**config.mk**
```make
export PLATFORM = sky130hd
export DESIGN_NAME = alu_arbiter
export DESIGN_NICKNAME = d
export VERILOG_FILES = /design/src/rtl/alu_arbiter.sv
export SDC_FILE = /design/constraint.sdc
export NUM_CORES = 1
export LEC_CHECK = 0
export ABC_CLOCK_PERIOD_IN_PS = 2770
export CORE_MARGIN = 2
export CORE_UTILIZATION = 42
export CTS_CLUSTER_DIAMETER = 50
export DETAILED_ROUTE_END_ITERATION = 7
export PLACE_DENSITY_LB_ADDON = 0.25
export SLEW_MARGIN = 0
export SYNTH_ARGS = -nofsm -noshare
export SYNTH_HDL_FRONTEND = slang
export SYNTH_SLANG_ARGS = --single-unit
```
**constraint.sdc**
```tcl
create_clock -name clk -period 2.77 [get_ports clk]
set_input_delay 0.554 -clock clk [delete_from_list [all_inputs] [get_ports clk]]
set_output_delay 0.554 -clock clk [all_outputs]
set_load 0.005 [all_outputs]
```
**src/rtl/alu_arbiter.sv**
```systemverilog
// rtl/alu_arbiter.sv - two-port round-robin arbiter sharing one pipelined FP alu
// Owner tags ride an in-order FIFO so each alu result is routed back to its issuer.
module alu_arbiter #(
    parameter int DEPTH = 4
) (
    input  logic        clk,
    input  logic        rst,
    input  logic        r0_vld,
    output logic        r0_rdy,
    input  logic        r0_op,
    input  logic [31:0] r0_a,
    input  logic [31:0] r0_b,
    output logic [31:0] r0_res,
    output logic        r0_res_vld,
    output logic        r0_ovf,
    input  logic        r1_vld,
    output logic        r1_rdy,
    input  logic        r1_op,
    input  logic [31:0] r1_a,
    input  logic [31:0] r1_b,
    output logic [31:0] r1_res,
    output logic        r1_res_vld,
    output logic        r1_ovf,
    output logic        alu_vld,
    output logic        alu_op,
    output logic [31:0] alu_a,
    output logic [31:0] alu_b,
    input  logic [31:0] alu_res,
    input  logic        alu_res_vld,
    input  logic        alu_ovf,
    output logic        stray_err
);
    localparam int PW = $clog2(DEPTH);
    localparam logic [PW:0] DEPTH_C = (PW + 1)'(DEPTH);

    logic [PW:0]      cnt;
    logic [PW-1:0]    wr_ptr;
    logic [PW-1:0]    rd_ptr;
    logic [DEPTH-1:0] tag_mem;
    logic             last;
    logic             credit;
    logic             grant0;
    logic             grant1;
    logic             accept;
    logic             pop;
    logic             head_tag;

    // Credit looks only at registered cnt, so a pop never frees a slot in its own cycle.
    assign credit   = (cnt < DEPTH_C);
    assign accept   = grant0 | grant1;
    assign pop      = alu_res_vld & (cnt != '0);
    assign head_tag = tag_mem[rd_ptr];
    assign r0_rdy   = grant0;
    assign r1_rdy   = grant1;

    always_comb begin
        grant0 = 1'b0;
        grant1 = 1'b0;
        if (!rst && credit) begin
            if (r0_vld && (!r1_vld || last)) begin
                grant0 = 1'b1;
            end else if (r1_vld) begin
                grant1 = 1'b1;
            end
        end
    end

    always_ff @(posedge clk) begin
        if (rst) begin
            cnt        <= '0;
            wr_ptr     <= '0;
            rd_ptr     <= '0;
            tag_mem    <= '0;
            last       <= 1'b1;
            alu_vld    <= 1'b0;
            alu_op     <= 1'b0;
            alu_a      <= '0;
            alu_b      <= '0;
            r0_res     <= '0;
            r0_res_vld <= 1'b0;
            r0_ovf     <= 1'b0;
            r1_res     <= '0;
            r1_res_vld <= 1'b0;
            r1_ovf     <= 1'b0;
            stray_err  <= 1'b0;
        end else begin
            alu_vld <= accept;
            if (accept) begin
                alu_op          <= grant1 ? r1_op : r0_op;
                alu_a           <= grant1 ? r1_a  : r0_a;
                alu_b           <= grant1 ? r1_b  : r0_b;
                tag_mem[wr_ptr] <= grant1;
                wr_ptr          <= wr_ptr + 1'b1;
                last            <= grant1;
            end

            if (pop) begin
                rd_ptr <= rd_ptr + 1'b1;
            end
            r0_res_vld <= pop & ~head_tag;
            r1_res_vld <= pop & head_tag;
            if (pop && !head_tag) begin
                r0_res <= alu_res;
                r0_ovf <= alu_ovf;
            end
            if (pop && head_tag) begin
                r1_res <= alu_res;
                r1_ovf <= alu_ovf;
            end

            // A result with nothing outstanding is dropped and latched as an error.
            if (alu_res_vld && cnt == '0) begin
                stray_err <= 1'b1;
            end

            case ({accept, pop})
                2'b10:   cnt <= cnt + 1'b1;
                2'b01:   cnt <= cnt - 1'b1;
                default: cnt <= cnt;
            endcase
        end
    end
endmodule
```
==> report_table.html, run 1 <==
<table>
<tr><th>Metric</th><th>Value</th></tr>
<tr><th colspan="2">Power and ir drop</th></tr>
<tr><td>Switching share of total power</td><td>between 20% and 30%</td></tr>
<tr><td>Portion of total power attributed to sequential cells</td><td>between 30% and 40%</td></tr>
<tr><td>Clock power frac</td><td>between 30% and 40%</td></tr>
<tr><td>Internal</td><td>5.11 mW</td></tr>
<tr><td>Maximum resistive drop on vdd</td><td>between 0.4 and 0.5 mV</td></tr>
<tr><td>Total power</td><td>roughly 7.2 mW</td></tr>
<tr><td>Leakage</td><td>roughly 3.8 nW</td></tr>
<tr><td>Net switching power figure</td><td>around 2.1 mW</td></tr>
<tr><td>Pwr Density</td><td>between 600 and 700 nW/um^2</td></tr>
<tr><td>Share of total power in combinational logic</td><td>about 30%</td></tr>
<tr><th colspan="2">Final layout</th></tr>
<tr><td>Fraction of layout cells with a size suffix above 1</td><td>5.66%</td></tr>
<tr><td>Final core area utilization</td><td>between 60% and 70%</td></tr>
<tr><td>Number of filler cells placed in the layout</td><td>~1,300</td></tr>
<tr><td>Most common cell after layout, fill and taps aside</td><td>sky130_fd_sc_hd__clkdlybuf4s50_1</td></tr>
<tr><td>Area growth syn-to-layout</td><td>54.1%</td></tr>
<tr><td>Commonest cells after routing, fill and taps aside</td><td>301 x sky130_fd_sc_hd__clkdlybuf4s50_1, 147 x sky130_fd_sc_hd__dfxtp_1, 99 x sky130_fd_sc_hd__nand2b_1</td></tr>
<tr><td>Number of cells in the finished layout apart from fillers</td><td>1,206</td></tr>
<tr><td>Antenna diode instance count</td><td>0</td></tr>
<tr><td>Post-layout nets</td><td>about 1,200</td></tr>
<tr><th colspan="2">CTS</th></tr>
<tr><td>Root Buffer</td><td>sky130_fd_sc_hd__clkbuf_16</td></tr>
<tr><td>Total of cells resized after clock tree synthesis</td><td>0</td></tr>
<tr><td>Sinks on Clock Net</td><td>around 150</td></tr>
<tr><td>Max H-tree Level</td><td>4</td></tr>
<tr><td>CTS tree</td><td>built</td></tr>
<tr><td>Maximum number of buffers from clock root to sink</td><td>2</td></tr>
<tr><td>Post-CTS Setup Inserts</td><td>0</td></tr>
<tr><td>Clk_lat worst skew</td><td>roughly 0.4 ns</td></tr>
<tr><td>Hold buffer count at cts</td><td>0</td></tr>
<tr><td>Clock transition at the registers of the reported paths</td><td>around 0.050 ns</td></tr>
<tr><td>CTS buffer count</td><td>17</td></tr>
<tr><th colspan="2">Outcome</th></tr>
<tr><td>Run status</td><td>finished, final reports clean</td></tr>
<tr><th colspan="2">Floorplan</th></tr>
<tr><td>Starting utilization of the core area</td><td>42.6%</td></tr>
<tr><td>DIE AREA</td><td>17,000 um^2</td></tr>
<tr><td>Top-level port count</td><td>between 300 and 400</td></tr>
<tr><td>Area of the core region</td><td>approximately 16,000 um^2</td></tr>
<tr><td>Die height</td><td>between 100 and 150 um</td></tr>
<tr><td>Placement row count</td><td>46</td></tr>
<tr><td>Chip width</td><td>between 100 and 150 um</td></tr>
<tr><th colspan="2">Synth</th></tr>
<tr><td>Number of standard cells after synthesis</td><td>between 700 and 800</td></tr>
<tr><td>Synthesized netlist net count</td><td>roughly 900</td></tr>
<tr><td>Count of state elements after synthesis</td><td>147</td></tr>
<tr><td>Count of different cell masters after synthesis</td><td>36</td></tr>
<tr><td>Average cell area after synthesis</td><td>slightly above 9 um^2</td></tr>
<tr><td>Post-synthesis instance area</td><td>6700 um^2</td></tr>
<tr><td>Part of the Yosys area used for sequential elements</td><td>43.9%</td></tr>
<tr><td>Yosys warning total</td><td>0</td></tr>
<tr><th colspan="2">Setup path</th></tr>
<tr><td>Crit-path max FO</td><td>5</td></tr>
<tr><td>CP required</td><td>between 2 and 2.5 ns</td></tr>
<tr><td>Critical Path Sink Type</td><td>output port</td></tr>
<tr><td>Endpoint arrival time on the critical path</td><td>~1.9 ns</td></tr>
<tr><td>Worst setup path category</td><td>input pin to output port</td></tr>
<tr><td>Crit path launch type</td><td>input pin</td></tr>
<tr><th colspan="2">Route</th></tr>
<tr><td>Initial DRC Count</td><td>319</td></tr>
<tr><td>Number of antenna-violating nets in the routed design</td><td>0</td></tr>
<tr><td>Total vias in the final route</td><td>about 6,400</td></tr>
<tr><td>Ratio of routed vias to standard cells</td><td>about 5.3</td></tr>
<tr><td>WL per Instance</td><td>roughly 17 um</td></tr>
<tr><td>Number of remaining DRC errors</td><td>0</td></tr>
<tr><td>First-pass iteration count of the detailed router</td><td>4</td></tr>
<tr><td>Total wire length after detailed routing</td><td>20.7 mm</td></tr>
<tr><th colspan="2">Timing</th></tr>
<tr><td>Total negative setup slack</td><td>0 ns</td></tr>
<tr><td>Relative slew slack</td><td>36.0%</td></tr>
<tr><td>Post-route fraction of the period consumed by the critical path</td><td>slightly below 90%</td></tr>
<tr><td>Tightest Pin Transition</td><td>approximately 0.96 ns</td></tr>
<tr><td>Final Max Slew Viols</td><td>0</td></tr>
<tr><td>Unrepaired setup endpoints after global routing</td><td>false</td></tr>
<tr><td>Fin Clk Skew</td><td>0.0126 ns</td></tr>
<tr><td>Final setup violating endpoints</td><td>0</td></tr>
<tr><td>Highest achievable clock rate</td><td>about 0.42 GHz</td></tr>
<tr><td>Post-layout minimum cycle time</td><td>2.40 ns</td></tr>
<tr><td>Final-report hold violation count</td><td>0</td></tr>
<tr><th colspan="2">Worst hold path</th></tr>
<tr><td>Tightest Hold Check Type</td><td>input pin to flop</td></tr>
<tr><th colspan="2">GRT</th></tr>
<tr><td>GRT Resource Usage Total</td><td>23.8%</td></tr>
<tr><td>Vias in the first global route</td><td>~6,200</td></tr>
<tr><td>Initial antenna violation count</td><td>0</td></tr>
<tr><td>Overall overflow remaining after global route</td><td>0</td></tr>
<tr><td>Global-route wire length before repair</td><td>~32 mm</td></tr>
<tr><td>Pin count of the biggest net entering global routing</td><td>124</td></tr>
<tr><th colspan="2">Place</th></tr>
<tr><td>Placer's final routability congestion estimate</td><td>a little under 0.8</td></tr>
<tr><td>Post-placement cell count</td><td>~1,200</td></tr>
<tr><td>Port bufs</td><td>~300</td></tr>
<tr><td>Sum of net half-perimeters after detailed placement</td><td>13.5 mm</td></tr>
<tr><th colspan="2">Flow run</th></tr>
<tr><td>Max-cap violations</td><td>0</td></tr>
</table>
[synthesized netlist by cell type (all sizes together)]
library cell	instances	area share, %
dfxtp	147	44
nand2b	99	9.2
a21oi	74	5.5
nand3	71	5.3
o21ai	68	5.1
mux2i	66	9.9
a311oi	65	8.6
clkbuf	44	2.5
buf	35	3.9
inv	12	0.67
nor2	12	0.99
ha	5	0.93
o31ai	5	0.77
xor2	3	0.39
a211oi	2	0.41
nor3	2	0.15
or2	2	0.19
a211o	1	0.15
fa	1	0.30
mux4	1	0.34
nand2	1	0.17
nor3b	1	0.11
o211a	1	0.15
o311ai	1	0.13
or3	1	0.093
xnor2	1	0.13
[state kept, by name, summed over array words and instances (netlist names)]
signal and flops:
alu_a 32, alu_b 32, r0_res 32, r1_res 32, tag_mem 4, cnt 3, rd_ptr 2, wr_ptr 2
alu_op 1, alu_vld 1, last 1, r0_ovf 1, r0_res_vld 1, r1_ovf 1, r1_res_vld 1, stray_err 1
[metrics by stage]
step	instance area (um^2)	hold slack, ns	worst slack [ns]
5_1_grt	10300	0.420	0.244
2_1_floorplan	6700	0.441	0.247
3_5_place_dp	9700	0.463	0.0387
3_3_place_gp	9700	0.451	0.0878
4_1_cts	10300	0.406	0.0877
6_report	10300	0.430	0.369
[path summary, 6_finish.rpt]
path	startpoint	end	slack, ns	depth (start not counted)
worst max-delay path	r0_vld	r0_rdy	0.37	3
worst max register to register	cnt[2]	cnt[2]	0.42	9
worst min register to register	r0_res[0]	r0_res[0]	0.47	2
worst min-delay path	rst	tag_mem[3]	0.43	2
[power groups by stage]
stage | registers [mW] | clock network [mW] | logic, mW
after CTS | 2.65 | 2.45 | 2.16
after global placement | 2.68 | 0 | 2.13
after global routing | 2.69 | 2.53 | 2.32
after floorplan | 2.69 | 0 | 1.13
final | 2.65 | 2.41 | 2.14
after detailed placement | 2.69 | 0 | 2.15
[logic make-up after synthesis]
| family | Yosys count | share of synthesized area [%] |
|---|---|---|
| buf+inv | 91 | 7.04 |
| compound gates | 217 | 20.8 |
| xor+xnor | 4 | 0.523 |
| fa+ha+maj | 6 | 1.23 |
| flops | 147 | 43.9 |
| mux | 67 | 10.2 |
| simple gates | 189 | 16.3 |
[cell type report]
class                      count  area [um^2]  share of cell area, %
clock inverter                10          145                   1.41
inverter                      12         45.0                  0.436
timing repair buffer         316         3150                   30.5
multi-input combinational    483         3290                   31.9
clock buffer                  22          474                   4.59
tap                          216          270                   2.62
sequential                   147         2940                   28.5
[routing by layer]
metal  vias up  track usage [%]  part of all wire (%)
met2       257             39.2                    48
met1      3026             29.1                    41
met4         0             8.41                   2.1
met3        29             8.04                   8.9
li1       3120                -                     -
met5         -                0                     0
[critical path, cell delays in order]
cell and delay (ns):
sky130_fd_sc_hd__clkdlybuf4s50_1 0.58, sky130_fd_sc_hd__o211a_1 0.20, sky130_fd_sc_hd__clkdlybuf4s50_1 0.51
Note: power is estimated with default switching activity, not from simulation.
==> inputs of run 2 (changes only) <==
--- a/config.mk
+++ b/config.mk
@@ -6,6 +6,7 @@
 export NUM_CORES = 1
 export LEC_CHECK = 0
 export ABC_CLOCK_PERIOD_IN_PS = 2770
+export CORE_ASPECT_RATIO = 0.7
 export CORE_MARGIN = 2
 export CORE_UTILIZATION = 42
 export CTS_CLUSTER_DIAMETER = 50
==> report_table.html, run 2 (same netlist as run 1, synthesis figures left out) <==
<table>
<tr><th>Metric</th><th>Value</th></tr>
<tr><th colspan="2">Outcome</th></tr>
<tr><td>Run status</td><td>finished, final reports clean</td></tr>
<tr><th colspan="2">Setup path</th></tr>
<tr><td>Crit-path max FO</td><td>4</td></tr>
<tr><td>Critical Path Start</td><td>r0_vld</td></tr>
<tr><td>R2r startpoint</td><td>cnt[2]</td></tr>
<tr><td>CP required</td><td>approximately 2.2 ns</td></tr>
<tr><td>Worst setup path category</td><td>input pin to output port</td></tr>
<tr><td>Crit path launch type</td><td>input pin</td></tr>
<tr><td>RR Endpoint</td><td>cnt[2]</td></tr>
<tr><td>Depth of the most critical reg-to-reg path</td><td>9</td></tr>
<tr><td>Endpoint of the worst setup timing path</td><td>r1_rdy</td></tr>
<tr><td>Worst reg-to-reg setup slack</td><td>approximately 0.31 ns</td></tr>
<tr><td>Endpoint arrival time on the critical path</td><td>2.03 ns</td></tr>
<tr><td>Critical Path Sink Type</td><td>output port</td></tr>
<tr><th colspan="2">CTS</th></tr>
<tr><td>CTS buffer count</td><td>17</td></tr>
<tr><td>Maximum number of buffers from clock root to sink</td><td>2</td></tr>
<tr><td>CTS tree</td><td>built</td></tr>
<tr><td>Clk_lat worst skew</td><td>0.41 ns</td></tr>
<tr><td>Root Buffer</td><td>sky130_fd_sc_hd__clkbuf_16</td></tr>
<tr><td>Sinks on Clock Net</td><td>147</td></tr>
<tr><td>Clock transition at the registers of the reported paths</td><td>~0.06 ns</td></tr>
<tr><td>Post-CTS Setup Inserts</td><td>0</td></tr>
<tr><td>Hold buffer count at cts</td><td>0</td></tr>
<tr><td>Max H-tree Level</td><td>4</td></tr>
<tr><td>Total of cells resized after clock tree synthesis</td><td>0</td></tr>
<tr><th colspan="2">Timing</th></tr>
<tr><td>Highest achievable clock rate</td><td>between 0.3 and 0.4 GHz</td></tr>
<tr><td>Fin Clk Skew</td><td>about 0.015 ns</td></tr>
<tr><td>Unrepaired setup endpoints after global routing</td><td>false</td></tr>
<tr><td>Final setup violating endpoints</td><td>0</td></tr>
<tr><td>Total negative setup slack</td><td>0 ns</td></tr>
<tr><td>Tightest Pin Transition</td><td>around 0.78 ns</td></tr>
<tr><td>Relative slew slack</td><td>47.8%</td></tr>
<tr><td>Final-report hold violation count</td><td>0</td></tr>
<tr><td>Post-layout minimum cycle time</td><td>2.59 ns</td></tr>
<tr><td>Final Max Slew Viols</td><td>0</td></tr>
<tr><td>Post-route fraction of the period consumed by the critical path</td><td>just over 90%</td></tr>
<tr><th colspan="2">Power and ir drop</th></tr>
<tr><td>Clock power frac</td><td>between 30% and 40%</td></tr>
<tr><td>Net switching power figure</td><td>approximately 2.2 mW</td></tr>
<tr><td>Total power</td><td>7.09 mW</td></tr>
<tr><td>Share of total power in combinational logic</td><td>slightly above 30%</td></tr>
<tr><td>Internal</td><td>approximately 4.9 mW</td></tr>
<tr><td>Maximum resistive drop on vdd</td><td>about 0.48 mV</td></tr>
<tr><td>Portion of total power attributed to sequential cells</td><td>a little under two fifths</td></tr>
<tr><td>Leakage</td><td>3.77 nW</td></tr>
<tr><td>Switching share of total power</td><td>between 30% and 40%</td></tr>
<tr><td>Pwr Density</td><td>slightly below 700 nW/um^2</td></tr>
<tr><th colspan="2">Place</th></tr>
<tr><td>Placer's final routability congestion estimate</td><td>between 0.8 and 0.9</td></tr>
<tr><td>Port bufs</td><td>between 300 and 400</td></tr>
<tr><td>Sum of net half-perimeters after detailed placement</td><td>~14 mm</td></tr>
<tr><th colspan="2">Flow run</th></tr>
<tr><td>Max-cap violations</td><td>0</td></tr>
<tr><th colspan="2">Final layout</th></tr>
<tr><td>Register cell area after layout</td><td>between 2000 and 3000 um^2</td></tr>
<tr><td>Fraction of layout cells with a size suffix above 1</td><td>under 10%</td></tr>
<tr><td>Antenna diode instance count</td><td>0</td></tr>
<tr><td>Most common cell after layout, fill and taps aside</td><td>sky130_fd_sc_hd__clkdlybuf4s50_1</td></tr>
<tr><td>Total area of multi-input combinational cells</td><td>roughly 3300 um^2</td></tr>
<tr><td>Commonest cells after routing, fill and taps aside</td><td>302 x sky130_fd_sc_hd__clkdlybuf4s50_1, 147 x sky130_fd_sc_hd__dfxtp_1, 99 x sky130_fd_sc_hd__nand2b_1</td></tr>
<tr><td>Area growth syn-to-layout</td><td>54.1%</td></tr>
<tr><td>Number of filler cells placed in the layout</td><td>roughly 1,300</td></tr>
<tr><td>Post-layout nets</td><td>approximately 1,200</td></tr>
<tr><th colspan="2">Route</th></tr>
<tr><td>Total vias in the final route</td><td>6,406</td></tr>
<tr><td>WL per Instance</td><td>between 15 and 20 um</td></tr>
<tr><td>Total wire length after detailed routing</td><td>between 20 and 25 mm</td></tr>
<tr><td>Number of antenna-violating nets in the routed design</td><td>0</td></tr>
<tr><td>Number of remaining DRC errors</td><td>0</td></tr>
<tr><td>Initial DRC Count</td><td>337</td></tr>
<tr><td>Ratio of routed vias to standard cells</td><td>about 5.4</td></tr>
<tr><td>First-pass iteration count of the detailed router</td><td>5</td></tr>
<tr><th colspan="2">Floorplan</th></tr>
<tr><td>Placement row count</td><td>38</td></tr>
<tr><td>Die height</td><td>roughly 110 um</td></tr>
<tr><td>Chip width</td><td>~150 um</td></tr>
<tr><td>Area of the core region</td><td>around 16,000 um^2</td></tr>
<tr><td>Top-level port count</td><td>around 300</td></tr>
<tr><td>DIE AREA</td><td>roughly 17,000 um^2</td></tr>
<tr><td>Starting utilization of the core area</td><td>43.1%</td></tr>
<tr><th colspan="2">GRT</th></tr>
<tr><td>GRT Resource Usage Total</td><td>between 20% and 30%</td></tr>
<tr><td>Overall overflow remaining after global route</td><td>0</td></tr>
<tr><td>Initial antenna violation count</td><td>0</td></tr>
<tr><td>Pin count of the biggest net entering global routing</td><td>93</td></tr>
<tr><td>Global-route wire length before repair</td><td>32.6 mm</td></tr>
<tr><td>Vias in the first global route</td><td>around 6,000</td></tr>
<tr><th colspan="2">Worst hold path</th></tr>
<tr><td>Hold path startpoint</td><td>tag_mem[1]</td></tr>
<tr><td>Tightest Hold Check Type</td><td>flop to flop</td></tr>
</table>
-- run 2: cell types whose count changed in the layout (fill, tap and decap cells not counted) --
| cell | change |
|---|---|
| sky130_fd_sc_hd__inv_8 | +3 |
| sky130_fd_sc_hd__buf_12 | +2 |
| sky130_fd_sc_hd__buf_4 | +2 |
| sky130_fd_sc_hd__bufinv_16 | -2 |
| sky130_fd_sc_hd__clkbuf_1 | -2 |
| sky130_fd_sc_hd__clkbuf_8 | -2 |
| sky130_fd_sc_hd__clkinv_4 | +2 |
| sky130_fd_sc_hd__clkdlybuf4s50_1 | +1 |
| sky130_fd_sc_hd__clkinvlp_4 | +1 |
| sky130_fd_sc_hd__dlymetal6s2s_1 | -1 |
-- run 2: layout make-up --
class                   instances  share of cell area [%]
multi-input cells             483                    31.9
clock buffers                  18                    4.26
well taps                     200                    2.42
clock inverters                14                    1.39
flip-flops and latches        147                    28.5
inverters                      12                   0.436
repair buffers                320                    31.1
-- run 2: worst max-delay path: stages --
cell	delay, ns
sky130_fd_sc_hd__clkdlybuf4s50_1	0.47
sky130_fd_sc_hd__a211o_2	0.36
sky130_fd_sc_hd__nor2_1	0.10
sky130_fd_sc_hd__clkdlybuf4s50_1	0.55
-- run 2: worst min-delay path by stage --
stage / to / slack [ns] / cells after the start
2_1_floorplan: tag_mem[2] / 0.44 / 2
3_3_place_gp: tag_mem[1] / 0.46 / 2
3_5_place_dp: tag_mem[0] / 0.46 / 2
4_1_cts: tag_mem[1] / 0.47 / 2
5_1_grt: tag_mem[1] / 0.49 / 2
6_report: tag_mem[1] / 0.46 / 2
-- run 2: power by group through the flow --
stage | Clock [mW] | Sequential (mW) | Combinational, mW
6_report | 2.26 | 2.65 | 2.18
5_1_grt | 2.41 | 2.69 | 2.35
4_1_cts | 2.31 | 2.65 | 2.19
3_5_place_dp | 0 | 2.69 | 2.18
3_3_place_gp | 0 | 2.69 | 2.15
2_1_floorplan | 0 | 2.69 | 1.13
-- run 2: metrics by stage --
| stage | util, % | instances | hold WS (ns) | area [um^2] | setup slack [ns] |
|---|---|---|---|---|---|
| global placement | 62.6 | 1162 | 0.457 | 9740 | 0.154 |
| finish | 66.4 | 1194 | 0.464 | 10300 | 0.181 |
| detailed placement | 62.6 | 1162 | 0.463 | 9740 | 0.0696 |
| CTS | 66.4 | 1194 | 0.471 | 10300 | 0.186 |
| global route | 66.4 | 1194 | 0.490 | 10300 | 0.154 |
| floorplan | - | 721 | 0.441 | 6700 | 0.247 |
-- run 2: metal layers --
layer | global-route usage (%) | vias up | routed length [um]
met5 | 0 | - | 0
met4 | 10.7 | 0 | 629
met3 | 6.54 | 40 | 1440
met2 | 38.6 | 228 | 9980
met1 | 30.3 | 3005 | 8920
li1 | - | 3133 | -
